`config.mk`:
```
export PLATFORM = sky130hd
export DESIGN_NAME = square_iter_flat
export DESIGN_NICKNAME = d
export VERILOG_FILES = /design/src/rtl/square_iter_if.sv /design/src/rtl/square_iter.sv /design/src/flat_wrapper.sv
export SDC_FILE = /design/constraint.sdc
export NUM_CORES = 1
export LEC_CHECK = 0
export CAP_MARGIN = 20
export CELL_PAD_IN_SITES_DETAIL_PLACEMENT = 0
export CELL_PAD_IN_SITES_GLOBAL_PLACEMENT = 2
export CORE_MARGIN = 10
export CORE_UTILIZATION = 40
export DETAILED_ROUTE_END_ITERATION = 7
export DONT_BUFFER_PORTS = 1
export PLACE_DENSITY_LB_ADDON = 0.1
export SLEW_MARGIN = 10
export SYNTH_ARGS = -nofsm -noshare
export SYNTH_HDL_FRONTEND = slang
export SYNTH_SLANG_ARGS = --single-unit
```
`constraint.sdc`:
```
create_clock -name clk -period 4.8 [get_ports clk]
set_clock_uncertainty 0.1 [all_clocks]
set_input_delay 0.48 -clock clk [delete_from_list [all_inputs] [get_ports clk]]
set_output_delay 0.48 -clock clk [all_outputs]
set_load 0.05 [all_outputs]
```
`src/rtl/square_iter_if.sv`:
```
// Handshake bundle for square_iter.
//   master: issues roots (in_valid, r) and accepts results (out_ready).
//   slave : the squarer; returns in_ready, out_valid, y, ovf.
interface square_iter_if #(
  parameter int unsigned RW = 11,
  parameter int unsigned SW = 21
);
  logic          in_valid;
  logic          in_ready;
  logic [RW-1:0] r;
  logic          out_valid;
  logic          out_ready;
  logic [SW-1:0] y;
  logic          ovf;

  modport master (
    output in_valid, r, out_ready,
    input  in_ready, out_valid, y, ovf
  );

  modport slave (
    input  in_valid, r, out_ready,
    output in_ready, out_valid, y, ovf
  );
endinterface

```
`src/rtl/square_iter.sv`:
```
// Sequential shift-and-add squarer: y = r*r, saturated to 2^SW-1 with ovf raised.
// One operation at a time: IDLE accepts a root, CALC runs exactly RW add/shift
// steps, DONE holds the registered result until the consumer takes it.
// Ports:
//   clk, rst_n : clock and asynchronous active-low reset
//   bus        : square_iter_if.slave (in_valid/in_ready/r, out_valid/out_ready/y/ovf)
module square_iter #(
  parameter int unsigned RW = 11,
  parameter int unsigned SW = 21
) (
  input logic          clk,
  input logic          rst_n,
  square_iter_if.slave bus
);

  localparam int unsigned CW = $clog2(RW);

  typedef enum logic [1:0] {StIdle, StCalc, StDone} state_e;

  state_e        state;
  logic [RW-1:0] op;
  logic [CW-1:0] cnt;
  // One bit wider than the result so the largest square never wraps.
  logic [SW:0]   acc;
  logic [SW:0]   addend;
  logic [SW:0]   acc_nxt;
  logic          last;
  logic [SW-1:0] y_q;
  logic          ovf_q;
  logic          out_valid_q;

  assign addend  = {{(SW + 1 - RW){1'b0}}, op} << cnt;
  assign acc_nxt = op[cnt] ? acc + addend : acc;
  assign last    = (cnt == CW'(RW - 1));

  always_ff @(posedge clk or negedge rst_n) begin
    if (!rst_n) begin
      state       <= StIdle;
      op          <= '0;
      cnt         <= '0;
      acc         <= '0;
      y_q         <= '0;
      ovf_q       <= 1'b0;
      out_valid_q <= 1'b0;
    end else begin
      unique case (state)
        StIdle: begin
          if (bus.in_valid) begin
            op    <= bus.r;
            acc   <= '0;
            cnt   <= '0;
            state <= StCalc;
          end
        end
        StCalc: begin
          acc <= acc_nxt;
          cnt <= cnt + 1'b1;
          if (last) begin
            // Result registers load from the final partial sum on the same edge.
            state       <= StDone;
            out_valid_q <= 1'b1;
            ovf_q       <= acc_nxt[SW];
            y_q         <= acc_nxt[SW] ? {SW{1'b1}} : acc_nxt[SW-1:0];
          end
        end
        StDone: begin
          if (bus.out_ready) begin
            out_valid_q <= 1'b0;
            state       <= StIdle;
          end
        end
        default: state <= StIdle;
      endcase
    end
  end

  assign bus.in_ready  = (state == StIdle);
  assign bus.out_valid = out_valid_q;
  assign bus.y         = y_q;
  assign bus.ovf       = ovf_q;

endmodule

```
`src/flat_wrapper.sv`:
```
// flat-port wrapper written by rule: the top's interface ports become plain ports
module square_iter_flat 
#(
  parameter int unsigned RW = 11,
  parameter int unsigned SW = 21
)
  (clk, rst_n, bus_in_valid, bus_r, bus_out_ready, bus_in_ready, bus_out_valid, bus_y, bus_ovf);
  square_iter_if #(.RW(RW), .SW(SW)) bus_i ();
  input logic clk;
  input logic rst_n;
  input wire logic [$bits(bus_i.in_valid)-1:0] bus_in_valid;
  input wire logic [$bits(bus_i.r)-1:0] bus_r;
  input wire logic [$bits(bus_i.out_ready)-1:0] bus_out_ready;
  output wire logic [$bits(bus_i.in_ready)-1:0] bus_in_ready;
  output wire logic [$bits(bus_i.out_valid)-1:0] bus_out_valid;
  output wire logic [$bits(bus_i.y)-1:0] bus_y;
  output wire logic [$bits(bus_i.ovf)-1:0] bus_ovf;
  assign bus_i.in_valid = bus_in_valid;
  assign bus_i.r = bus_r;
  assign bus_i.out_ready = bus_out_ready;
  assign bus_in_ready = bus_i.in_ready;
  assign bus_out_valid = bus_i.out_valid;
  assign bus_y = bus_i.y;
  assign bus_ovf = bus_i.ovf;
  square_iter #(.RW(RW), .SW(SW)) u_core (.clk(clk), .rst_n(rst_n), .bus(bus_i));
endmodule
```
==> results.rst, run 1 <==
.. list-table::
   :header-rows: 1

   * - Metric
     - Value
   * - Total grt overflow
     - 0
   * - Die Y
     - about 120 um
   * - Compound-Gate Fraction of Synth Area
     - 20.4%
   * - Layout Area Growth over Synthesis
     - 8.45%
   * - Setup repair after global routing missed its margin
     - false
   * - Via count
     - 3465
   * - Worst hold slack
     - between 0.15 and 0.2 ns
   * - Fraction of final layout cells with drive strength greater than 1
     - between 10 and 15%
   * - Dominant combinational cell family by area after synthesis
     - compound AO/OA/AOI/OAI gates
   * - Core Region
     - 0.0103 mm^2
   * - Number of nets produced by synthesis
     - 523
   * - Number of max-cap violations
     - 0
   * - Port Buffers
     - 0
   * - Horizontal extent of the die
     - 123 um
   * - Insertion delay to the later sink of the worst-skew pair
     - 0.35 ns
   * - Die Area
     - 0.0151 mm^2
   * - Synthesis-stage register bit count
     - 62
   * - Endpoint of the worst-slack reg-to-reg timing path
     - u_core.bus.y[18]
   * - Global routing usage summed across all routing layers
     - between 10% and 20%
   * - Startpoint of the tightest hold check path
     - bus_out_ready
   * - Final HPWL from detailed placement
     - 8870 um
   * - Netlist area before placement
     - 0.00423 mm^2
   * - Startpoint of the lowest-slack register-to-register path
     - u_core.cnt[1]
   * - Post-Synth Simple-Gate Area
     - 16.8%
   * - Achievable Freq
     - approximately 230 MHz
   * - Multi-input gate area
     - roughly 0.0025 mm^2
   * - Worst path required time
     - 4.91 ns
   * - Crit path launch type
     - register
   * - Count of endpoints failing setup in the final report
     - 0
   * - Count of H-tree levels built during CTS
     - 3
   * - Cell count after synthesis
     - ~480
   * - Overall routed net length
     - about 12000 um
   * - Cell at the root of the clock tree
     - clkbuf_8
   * - Fillcell total
     - 1004
   * - Number of DRC violations after detailed-routing iteration 0
     - between 300 and 400
   * - Max-slew violation count
     - 0
   * - Slew at the pin closest to its max-slew limit
     - just over 0.9 ns
   * - # clock sinks
     - 62
   * - CTS tree
     - yes
   * - Total area of sequential cells
     - ~0.0016 mm^2
   * - Run status
     - complete, no violations
   * - Termination of the worst setup path
     - u_core.bus.y[18]
   * - Final weighted congestion in routability-driven placement
     - 0.929
   * - Maximum fanout along the worst path
     - 21
   * - Starting Density
     - 41.0%
   * - Count of unresolved DRC violations after routing
     - 0
   * - Netlist cell types
     - 50
   * - Post-synth ARST share
     - 100%
   * - Headroom to the max-slew limit
     - 38.5%
   * - Class of the most critical hold timing path
     - in -> reg
   * - Most used cells in the layout excluding fill and tap cells
     - 61 x dfrtp_1, 60 x nand2_1, 54 x nor2_1
   * - First element of the critical path
     - u_core.cnt[1]
   * - R2R Setup Slk
     - roughly 0.46 ns
   * - Worst Path Class, Setup
     - reg -> reg
   * - IO Count
     - 39
   * - Leading cell type in the layout, fill and taps excluded
     - dfrtp_1
   * - CTS Buf Count
     - 9
   * - Clock slew at the register clock pins of the worst setup and hold paths
     - around 0.08 ns
   * - Critical Path AT
     - 4.45 ns
   * - Main flop type after synthesis
     - dfrtp_1
   * - Xor and xnor fraction of the mapped netlist area
     - 4.52%
   * - Placement row count
     - 37
   * - Synth Area in Adders
     - 7.27%
   * - Post-synth EDFFs
     - 0
   * - Post-layout nets
     - 515
   * - Share of cell area taken by muxes after synthesis
     - 10.3%
   * - Global-route wire length before repair
     - around 19000 um
   * - Total Neg Setup Slack
     - 0 ns
   * - Critical path endpoint category
     - register
   * - ANT nets after route
     - 0
   * - Proportion of synthesized chip area in sequential cells
     - 36.6%
   * - Depth of the worst register-to-register path
     - 13
   * - Average cell area after synthesis
     - between 8 and 9 um^2
   * - Pre-antenna DRT Iters
     - 4
   * - Count of inserted antenna diode cells
     - 0
   * - Post-DR vias/cell
     - 5.62
   * - Routed wire length per instance
     - between 15 and 20 um
   * - Maximum buffer depth of the clock tree
     - 2
   * - Syn. warnings
     - 0
   * - Largest net degree at the start of global routing
     - 63
   * - Antenna violations before repair
     - 0
   * - Vias in the first global route
     - 3393
   * - Final hold violation count
     - 0
   * - Final clock period utilization by the worst path
     - between 90 and 100%
   * - Final period demand of the worst path
     - approximately 4.3 ns
[how the worst min path moves through the flow]
stage,to,slack (ns),cells after the start
finish,u_core.state[1],0.17,3
global route,u_core.op[6],0.16,1
CTS,u_core.state[1],0.15,3
detailed placement,u_core.state[1],0.09,0
global placement,u_core.bus.ovf,0.09,0
floorplan,u_core.acc[0],0.08,0
[synth_stat cells (3+ instances only)]
cell type  instances  area share, %
buf_1              3           0.27
nor2b_1            7            1.0
and3_1             3           0.44
a22o_1             3           0.62
nor2_1            54            4.8
nand4_1            5           0.74
a21oi_1           27            3.2
nand2_1           60            5.3
buf_2              6           0.71
o41ai_1            3           0.62
a21o_1             5           0.89
o21ai_0           30            3.5
a211o_1            5            1.0
xnor2_1           11            2.3
dfrtp_1           62             37
inv_1              9           0.80
clkbuf_1          18            1.6
nand3_1            5           0.59
mux2i_1           19            4.5
a31oi_1           24            3.5
ha_1              23            6.8
nor3_1             6           0.71
mux2_2            18            4.8
xor2_1             9            1.9
or2_2              3           0.44
and2_1             4           0.59
nand2b_1           7            1.0
o21ai_1            4           0.47
o22ai_1           20            3.0
[stage by stage]
stage / utilization (%) / setup WS [ns] / cell area [um^2] / instances
floorplan: - / 1.03 / 4230 / 484
global placement: 42.2 / 0.259 / 4350 / 599
detailed placement: 42.2 / 0.322 / 4350 / 599
CTS: 44.5 / 0.309 / 4590 / 617
global route: 44.5 / 0.0622 / 4590 / 617
finish: 44.5 / 0.459 / 4590 / 617
[metal layers]
metal	up-vias	wire length, um	share of wire [%]	global-route usage [%]
met5	-	0	0	0
met4	0	159	1.4	5.89
met2	60	5300	45	24.2
met1	1663	5610	48	22.5
met3	10	673	5.7	3.44
li1	1732	-	-	-
[timing repair]
item / CTS / global route
endpoints found under the setup margin: 0 / 20
hold endpoints to repair: 62 / 0
resized for setup: 0 / 1
buffers inserted: 0 / 0
hold buffers: 2 / 0
[state kept, by name (all words and copies together), names as in the netlist]
signal                cells
u_core.bus.ovf            1
u_core.bus.y             21
u_core.cnt                4
u_core.acc               22
u_core.op                11
u_core.bus.out_valid      1
u_core.state              2
[logic make-up (layout without fill, tap and decap cells)]
logic type | count (synthesis) | count (layout)
AOI/OAI and AO/OA | 139 | 139
adders and majority gates | 24 | 24
muxes | 39 | 39
and+or+nand+nor | 160 | 160
xor gates and xnor gates | 21 | 21
DFF | 62 | 62
buffers and inverters | 39 | 36
[critical path, stage by stage (launching register included)]
cell and delay, ns:
dfrtp_2 0.62, mux2_2 0.39, o21ai_0 0.44, mux2i_1 0.19
and2_1 0.23, ha_1 0.36, a21oi_1 0.18, nand2_1 0.10
o21ai_0 0.41, a31oi_1 0.15, o32ai_1 0.38, xnor2_1 0.11
mux2i_1 0.41, a31oi_1 0.14
[layout make-up]
type	count	area share [%]
Clock inverter	3	0.926
Timing Repair Buffer	11	2.56
Inverter	9	0.736
Sequential cell	62	33.8
Clock buffer	13	3.46
Tap cell	136	3.71
Multi-Input combinational cell	383	54.8
Power of run 1 is left out: the tool's default activity adds up to more than one toggle a clock period on the data nets, which glitch-free logic cannot reach.
==> run 2, diff against run 1 <==
--- a/config.mk
+++ b/config.mk
@@ -5,11 +5,11 @@
 export SDC_FILE = /design/constraint.sdc
 export NUM_CORES = 1
 export LEC_CHECK = 0
-export CAP_MARGIN = 20
+export ABC_AREA = 1
 export CELL_PAD_IN_SITES_DETAIL_PLACEMENT = 0
 export CELL_PAD_IN_SITES_GLOBAL_PLACEMENT = 2
 export CORE_MARGIN = 10
-export CORE_UTILIZATION = 40
+export CORE_UTILIZATION = 36
 export DETAILED_ROUTE_END_ITERATION = 7
 export DONT_BUFFER_PORTS = 1
 export PLACE_DENSITY_LB_ADDON = 0.1
==> run 2 against run 1 <==
Design area up 16%. Cell count up 48%. Wire length up 29%. Critical path type unchanged. Worst setup slack better by 0.55 ns. Sequential share of layout area down 4.7 points. Highest routed layer unchanged. Worst hold slack worse by 0.033 ns. Synthesized cell count up 53%.
==> results.rst, run 2 <==
.. list-table::
   :header-rows: 1

   * - Metric
     - Value
   * - Run status
     - complete, no violations
   * - Insertion delay to the later sink of the worst-skew pair
     - 0.34 ns (about the same)
   * - Cell at the root of the clock tree
     - clkbuf_16
   * - Global routing usage summed across all routing layers
     - 17.1% (+0.86 points)
   * - Achievable Freq
     - 264 MHz (+15%)
   * - Number of nets produced by synthesis
     - 780 (+49%)
   * - Die Area
     - 0.0186 mm^2 (+23%)
   * - List of cells traversed by the critical path
     - inv_2, nand2_1, o21ai_0, or2_2, o21ai_0, nand2_1, nand3_1, o21ai_0, ha_1, nand2_1, inv_1, a21boi_0, nand2_1, nand2_1, nand3_1, nand2_1, nand3_1, nand2_1, nand2_1, nand2_1, nand2_1
   * - Leading cell type in the layout, fill and taps excluded
     - nand2_1
   * - Proportion of synthesized chip area in sequential cells
     - 31.9% (-4.8 points)
   * - Antenna violations before repair
     - 0 (unchanged)
   * - Vias in the first global route
     - 4437 (+31%)
   * - Fraction of final layout cells with drive strength greater than 1
     - 8.40% (-2.6 points)
   * - R2R Setup Slk
     - 1.01 ns (+0.55 ns)
   * - Leading cell types by total area after synthesis
     - dfrtp_1 32%, nand2_1 20%, inv_1 6.8%, ha_1 5.9%, nand3_1 5.7%
   * - Placement row count
     - 42 (+14%)
   * - Starting Density
     - 36.7% (-4.3 points)
   * - Total grt overflow
     - 0 (unchanged)
   * - Maximum buffer depth of the clock tree
     - 2 (unchanged)
   * - Pre-antenna DRT Iters
     - 5 (+1)
   * - CTS Buf Count
     - 9 (unchanged)
   * - Routed wire length per instance
     - 16.5 um (-13%)
   * - Area leader, netlist
     - dfrtp_1
   * - Most frequent cells after synthesis
     - 257 x nand2_1, 88 x inv_1, 64 x nor2_1
   * - Core Region
     - 0.0132 mm^2 (+28%)
   * - Post-DR vias/cell
     - 5.05 (-10%)
   * - Count of inserted antenna diode cells
     - 0 (unchanged)
   * - Crit path launch type
     - register
   * - Number of buffers inserted by hold repair at cts
     - 2 (unchanged)
   * - Total instance count after detailed placement
     - 896 (+50%)
   * - Via count
     - 4615 (+33%)
   * - Overall routed net length
     - 15100 um (+29%)
   * - Global-route wire length before repair
     - 24400 um (+28%)
   * - Number of flip-flops in the largest register
     - 22 (unchanged)
   * - Most used cells in the layout excluding fill and tap cells
     - 257 x nand2_1, 88 x inv_1, 63 x nor2_1
   * - Netlist cell types
     - 41 (-18%)
   * - Main flop type after synthesis
     - dfrtp_1
   * - Synthesis-stage register bit count
     - 62 (unchanged)
   * - Layout Area Growth over Synthesis
     - 9.44%
   * - Critical path endpoint category
     - register
   * - Worst path required time
     - 4.93 ns (+0.02 ns)
   * - Slew at the pin closest to its max-slew limit
     - 0.940 ns (+0.0209 ns)
   * - Final HPWL from detailed placement
     - 11800 um (+33%)
   * - Final period demand of the worst path
     - 3.79 ns (-0.551 ns)
   * - Count of unresolved DRC violations after routing
     - 0 (unchanged)
   * - Cell count after synthesis
     - 741 (+53%)
   * - Number of DRC violations after detailed-routing iteration 0
     - 277 (-8.0%)
   * - ANT nets after route
     - 0 (unchanged)
   * - Final hold violation count
     - 0 (unchanged)
   * - Share of the synthesized area in the top cell type
     - 31.9% (-4.8 points)
   * - Register bank with the most flops
     - u_core.acc
   * - Most Frequent Cell on Critical Path
     - nand2_1
   * - CTS tree
     - yes
   * - Depth of the worst register-to-register path
     - 21 (+8)
   * - Post-cts resize count
     - 0 (unchanged)
   * - Number of max-cap violations
     - 0 (unchanged)
   * - Count of H-tree levels built during CTS
     - 3 (unchanged)
   * - Netlist area before placement
     - 0.00486 mm^2 (+15%)
   * - Horizontal extent of the die
     - 136 um (+11%)
   * - Number of cells on the worst hold path
     - 1 (-2)
   * - Max-slew violation count
     - 0 (unchanged)
   * - IO Count
     - 39 (unchanged)
   * - Slowest-stage cell, CP
     - dfrtp_1
   * - Port Buffers
     - 0 (unchanged)
   * - Final weighted congestion in routability-driven placement
     - 0.879 (-5.4%)
   * - Average cell area after synthesis
     - 6.57 um^2 (-25%)
   * - Startpoint of the lowest-slack register-to-register path
     - u_core.cnt[0]
   * - Class of the most critical hold timing path
     - in -> reg
   * - Setup repair after global routing missed its margin
     - false
   * - Most frequently used cell type in the post-synthesis netlist
     - nand2_1
   * - Largest net degree at the start of global routing
     - 63 (unchanged)
   * - Total Neg Setup Slack
     - 0 ns (unchanged)
   * - Post-synth EDFFs
     - 0 (unchanged)
   * - Syn. warnings
     - 0 (unchanged)
   * - Endpoint of the worst-slack reg-to-reg timing path
     - u_core.bus.y[20]
   * - Critical Path AT
     - 3.92 ns (-0.53 ns)
   * - Maximum fanout along the worst path
     - 24 (+14%)
   * - Worst Path Class, Setup
     - reg -> reg
   * - Post-CTS Setup Repair Bufs
     - 0 (unchanged)
   * - Stage delay of the slowest cell on the critical path
     - 0.76 ns (+0.14 ns)
   * - Startpoint of the tightest hold check path
     - bus_out_ready
   * - Count of endpoints failing setup in the final report
     - 0 (unchanged)
   * - Post-synth ARST share
     - 100% (unchanged)
   * - Die Y
     - 136 um (+11%)
   * - Non-filler instance count after layout
     - 914 (+48%)
   * - Final clock period utilization by the worst path
     - 78.9% (-11 points)
   * - End of the worst hold path
     - u_core.state[1]
   * - # clock sinks
     - 62 (unchanged)
   * - Post-layout nets
     - 772 (+50%)
   * - Clock slew at the register clock pins of the worst setup and hold paths
     - 0.06 ns (-0.02 ns)
   * - Headroom to the max-slew limit
     - 37.1% (-1.4 points)
run 2: cell types whose count changed after synthesis, sizes merged, moves of 17 or more:
cell / change
a31oi: -21
inv: +89
mux2: -18
mux2i: -17
nand2: +209
nand3: +53
o21ai: +20
run 2: critical path: cells and delay by family, from the launching register on:
kind	cells	cell delay, ns
buffers and inverters	2	0.21
AND/OR/NAND/NOR	14	1.46
adder cells (fa/ha/maj)	1	0.37
AO/OA/AOI/OAI	4	0.76
flip-flops	1	0.76
run 2: worst max-delay path by stage:
stage	slack [ns]	start	cells past startpoint	to
after global placement	1.06	u_core.cnt[0]	21	u_core.bus.y[19]
final	1.01	u_core.cnt[0]	21	u_core.bus.y[20]
after CTS	1.03	u_core.cnt[0]	21	u_core.bus.y[16]
after detailed placement	1.04	u_core.cnt[0]	23	u_core.bus.y[7]
after floorplan	1.84	u_core.cnt[1]	24	u_core.bus.y[14]
after global routing	0.55	u_core.cnt[0]	21	u_core.bus.y[16]
run 2: metrics by stage:
stage | instance area [um^2] | setup slack, ns | util (%) | hold WS [ns]
2_1_floorplan | 4860 | 1.84 | - | 0.0844
3_3_place_gp | 4970 | 1.06 | 37.5 | 0.0864
3_5_place_dp | 4970 | 1.04 | 37.5 | 0.0868
4_1_cts | 5320 | 1.03 | 40.2 | 0.131
5_1_grt | 5320 | 0.549 | 40.2 | 0.134
6_report | 5320 | 1.01 | 40.2 | 0.140
run 2: logic make-up after synthesis:
group	Yosys count	synth area share, %
buffers and inverters	120	10.3
and+or+nand+nor	416	36.3
xor gates and xnor gates	6	1.08
AOI/OAI and AO/OA	111	13.7
adders and majority gates	24	6.33
muxes	2	0.412
DFF	62	31.9
run 2: final cells by class:
cell class | count | area (um^2)
repair buffers | 3 | 45.0
fillers | 1472 | 7920
well taps | 176 | 220
multi-input cells | 559 | 2820
clock inverters | 7 | 95.1
clock buffers | 9 | 225
flip-flops and latches | 62 | 1550
inverters | 98 | 370
run 2: routing by layer:
| metal | GRT usage (%) | share of wire, % | up-vias |
|---|---|---|---|
| met5 | 0 | 0 | - |
| li1 | - | - | 2355 |
| met2 | 25.1 | 42 | 98 |
| met3 | 3.65 | 6.5 | 10 |
| met4 | 4.62 | 1.1 | 0 |
| met1 | 24.4 | 50 | 2152 |
Power of run 2 is left out for the same reason.
==> run 3, diff against run 2 <==
--- a/config.mk
+++ b/config.mk
@@ -9,7 +9,7 @@
 export CELL_PAD_IN_SITES_DETAIL_PLACEMENT = 0
 export CELL_PAD_IN_SITES_GLOBAL_PLACEMENT = 2
 export CORE_MARGIN = 10
-export CORE_UTILIZATION = 36
+export CORE_UTILIZATION = 32
 export DETAILED_ROUTE_END_ITERATION = 7
 export DONT_BUFFER_PORTS = 1
 export PLACE_DENSITY_LB_ADDON = 0.1
==> constraint.sdc (replaced) <==
create_clock -name clk -period 3.3 [get_ports clk]
set_clock_uncertainty 0.1 [all_clocks]
set_input_delay 0.33 -clock clk [delete_from_list [all_inputs] [get_ports clk]]
set_output_delay 0.33 -clock clk [all_outputs]
set_load 0.05 [all_outputs]
==> run 3 against run 2 <==
Die area rose by 11%. Clock-buffer cell count rose by 2. Non-clock buffer count rose by 89. Cell count rose by 11%. Worst setup slack got worse by 0.98 ns. Design area rose by 21%. Worst hold slack got worse by 0.12 ns. Sequential cell count did not move. Global-route usage fell by 0.24 points. Sequential share of layout area fell by 5.0 points. Critical path depth rose by 1. Critical path type unchanged. Critical endpoint is now u_core.bus.y[19]. Largest cell class unchanged.
==> results.rst, run 3 (synthesis results as in run 2) <==
.. list-table::
   :header-rows: 1

   * - Metric
     - Value
   * - Run status
     - complete, no violations
   * - Leading cell type in the layout, fill and taps excluded
     - nand2_1
   * - List of cells traversed by the critical path
     - buf_12, or2_1, nand2_1, nand2_1, o21ai_2, mux2i_1, a32o_2, ha_4, nand2_2, buf_4, nor2_2, inv_2, nor2_2, nand3_2, inv_2, nor2_2, nand2_2, nand3_4, nand2_8, nand2_2, nand2_1, nand2_1
   * - Count of inserted antenna diode cells
     - 0 (unchanged)
   * - Maximum fanout along the worst path
     - 8 (-67%)
   * - Largest net degree at the start of global routing
     - 63 (unchanged)
   * - Post-DR vias/cell
     - 4.89 (-3.1%)
   * - Horizontal extent of the die
     - 143 um (+5.2%)
   * - Headroom to the max-slew limit
     - 56.8% (+20 points)
   * - Critical Path AT
     - 3.39 ns (-0.53 ns)
   * - Number of flip-flops in the largest register
     - 22 (unchanged)
   * - Final hold violation count
     - 0 (unchanged)
   * - Total Neg Setup Slack
     - 0 ns (unchanged)
   * - Top routing layer in use
     - met4
   * - Routed wire length per instance
     - 16.6 um (+0.38%)
   * - Via count
     - 4972 (+7.7%)
   * - Setup repair after global routing missed its margin
     - true
   * - Detailed route wirelength on metal3
     - 855 um (-14%)
   * - Starting Density
     - 32.4% (-4.4 points)
   * - # clock sinks
     - 62 (unchanged)
   * - Global routing usage summed across all routing layers
     - 16.8% (-0.24 points)
   * - Global-route wire length before repair
     - 26600 um (+8.9%)
   * - Port Buffers
     - 0 (unchanged)
   * - Worst hold slack
     - 0.0163 ns (-0.124 ns)
   * - Slew at the pin closest to its max-slew limit
     - 0.642 ns (-0.299 ns)
   * - Overall routed net length
     - 16900 um (+12%)
   * - Slowest-stage cell, CP
     - dfrtp_2
   * - Number of buffer and inverter instances along the worst setup path
     - 4 (+2)
   * - CTS Buf Count
     - 9 (unchanged)
   * - Fillcell total
     - 1573 (+6.9%)
   * - CTS tree
     - yes
   * - IO Count
     - 39 (unchanged)
   * - Final weighted congestion in routability-driven placement
     - 0.891 (+1.4%)
   * - Register bank with the most flops
     - u_core.acc
   * - Post-layout nets
     - 862 (+12%)
   * - Pre-antenna DRT Iters
     - 5 (unchanged)
   * - Max-slew violation count
     - 0 (unchanged)
   * - ANT nets after route
     - 0 (unchanged)
   * - Count of endpoints failing setup in the final report
     - 0 (unchanged)
   * - Stage delay of the slowest cell on the critical path
     - 0.47 ns (-0.29 ns)
   * - Total grt overflow
     - 0 (unchanged)
   * - Critical path endpoint category
     - register
   * - Worst path required time
     - 3.42 ns (-1.51 ns)
   * - R2R Setup Slk
     - 0.03 ns (-0.98 ns)
   * - Die Area
     - 0.0205 mm^2 (+11%)
   * - Largest delay contributor family on the critical path
     - simple AND/OR/NAND/NOR gates
   * - Vias in the first global route
     - 4808 (+8.4%)
   * - Clock slew at the register clock pins of the worst setup and hold paths
     - 0.06 ns (about the same)
   * - Count of unresolved DRC violations after routing
     - 0 (unchanged)
   * - Cell at the root of the clock tree
     - clkbuf_16
   * - Final HPWL from detailed placement
     - 12900 um (+8.9%)
   * - Die Y
     - 143 um (+5.2%)
   * - Count of H-tree levels built during CTS
     - 3 (unchanged)
   * - Final period demand of the worst path
     - 3.27 ns (-0.515 ns)
   * - Fraction of final layout cells with drive strength greater than 1
     - 26.7% (+18 points)
   * - Layout Area Growth over Synthesis
     - 32.3%
   * - WL met2
     - 7240 um (+13%)
   * - Most Frequent Cell on Critical Path
     - nand2_1
   * - Final clock period utilization by the worst path
     - 99.2% (+20 points)
   * - Number of max-cap violations
     - 0 (unchanged)
   * - Most used cells in the layout excluding fill and tap cells
     - 234 x nand2_1, 84 x inv_1, 80 x buf_4
   * - Crit path launch type
     - register
   * - Maximum buffer depth of the clock tree
     - 2 (unchanged)
   * - Achievable Freq
     - 305 MHz (+16%)
   * - Number of DRC violations after detailed-routing iteration 0
     - 247 (-11%)
   * - Insertion delay to the later sink of the worst-skew pair
     - 0.34 ns (about the same)
   * - Placement row count
     - 45 (+7.1%)
   * - Core Region
     - 0.0150 mm^2 (+14%)
   * - Met1 Routed Length
     - 8510 um (+13%)
   * - Antenna violations before repair
     - 0 (unchanged)
   * - Worst Path Class, Setup
     - reg -> reg
   * - Class of the most critical hold timing path
     - in -> reg
run 3: per-layer routing:
layer | up-vias | GRT usage [%]
li1 | 2544 | -
met3 | 19 | 3.07
met1 | 2314 | 23.9
met5 | - | 0
met4 | 0 | 5.91
met2 | 95 | 24.9
run 3: worst reg2reg max path, stage by stage, from the launching register on:
cell     delay (ns)
dfrtp_2        0.47
buf_12         0.16
or2_1          0.23
nand2_1        0.09
nand2_1        0.06
o21ai_2        0.08
mux2i_1        0.13
a32o_2         0.29
ha_4           0.29
nand2_2        0.07
buf_4          0.14
nor2_2         0.11
inv_2          0.05
nor2_2         0.16
nand3_2        0.12
inv_2          0.07
nor2_2         0.04
nand2_2        0.07
nand3_4        0.15
nand2_8        0.14
nand2_2        0.05
nand2_1        0.05
nand2_1        0.06
run 3: per-stage QoR:
| step | setup slack [ns] | instances | utilization, % | area [um^2] |
|---|---|---|---|---|
| final | 0.0259 | 1016 | 42.8 | 6430 |
| after global routing | -0.163 | 1016 | 42.8 | 6430 |
| after CTS | 0.00212 | 1007 | 40.3 | 6050 |
| after detailed placement | -0.0527 | 979 | 36.8 | 5540 |
| after global placement | -0.126 | 979 | 36.8 | 5540 |
| after floorplan | 0.345 | 741 | - | 4860 |
run 3: worst paths after layout:
kind	from	end	cells past startpoint
worst min register to register	u_core.op[9]	u_core.op[9]	2
worst min-delay path	bus_r[10]	u_core.op[10]	2
worst max register to register	u_core.cnt[0]	u_core.bus.y[19]	22
worst max-delay path	u_core.cnt[0]	u_core.bus.y[19]	22
min in group asynchronous	rst_n	u_core.acc[12]	2
max in group asynchronous	rst_n	u_core.cnt[0]	2
run 3: final cells by class:
type	count	area, um^2	share of cell area [%]
inverter	98	375	5.83
sequential	62	1550	24.1
tap	188	235	3.66
clock buffer	11	253	3.93
multi-input combinational	560	3160	49.2
timing repair buffer	92	773	12.0
clock inverter	5	81.3	1.26
run 3: timing repair:
item	in CTS	in global routing
hold endpoints to repair	69	0
setup buffers	2	9
resized for setup	11	96
cloned	1	1
hold buffers	9	0
endpoints found under the setup margin	20	37
pin swaps	5	38
Power of run 3 is left out for the same reason.
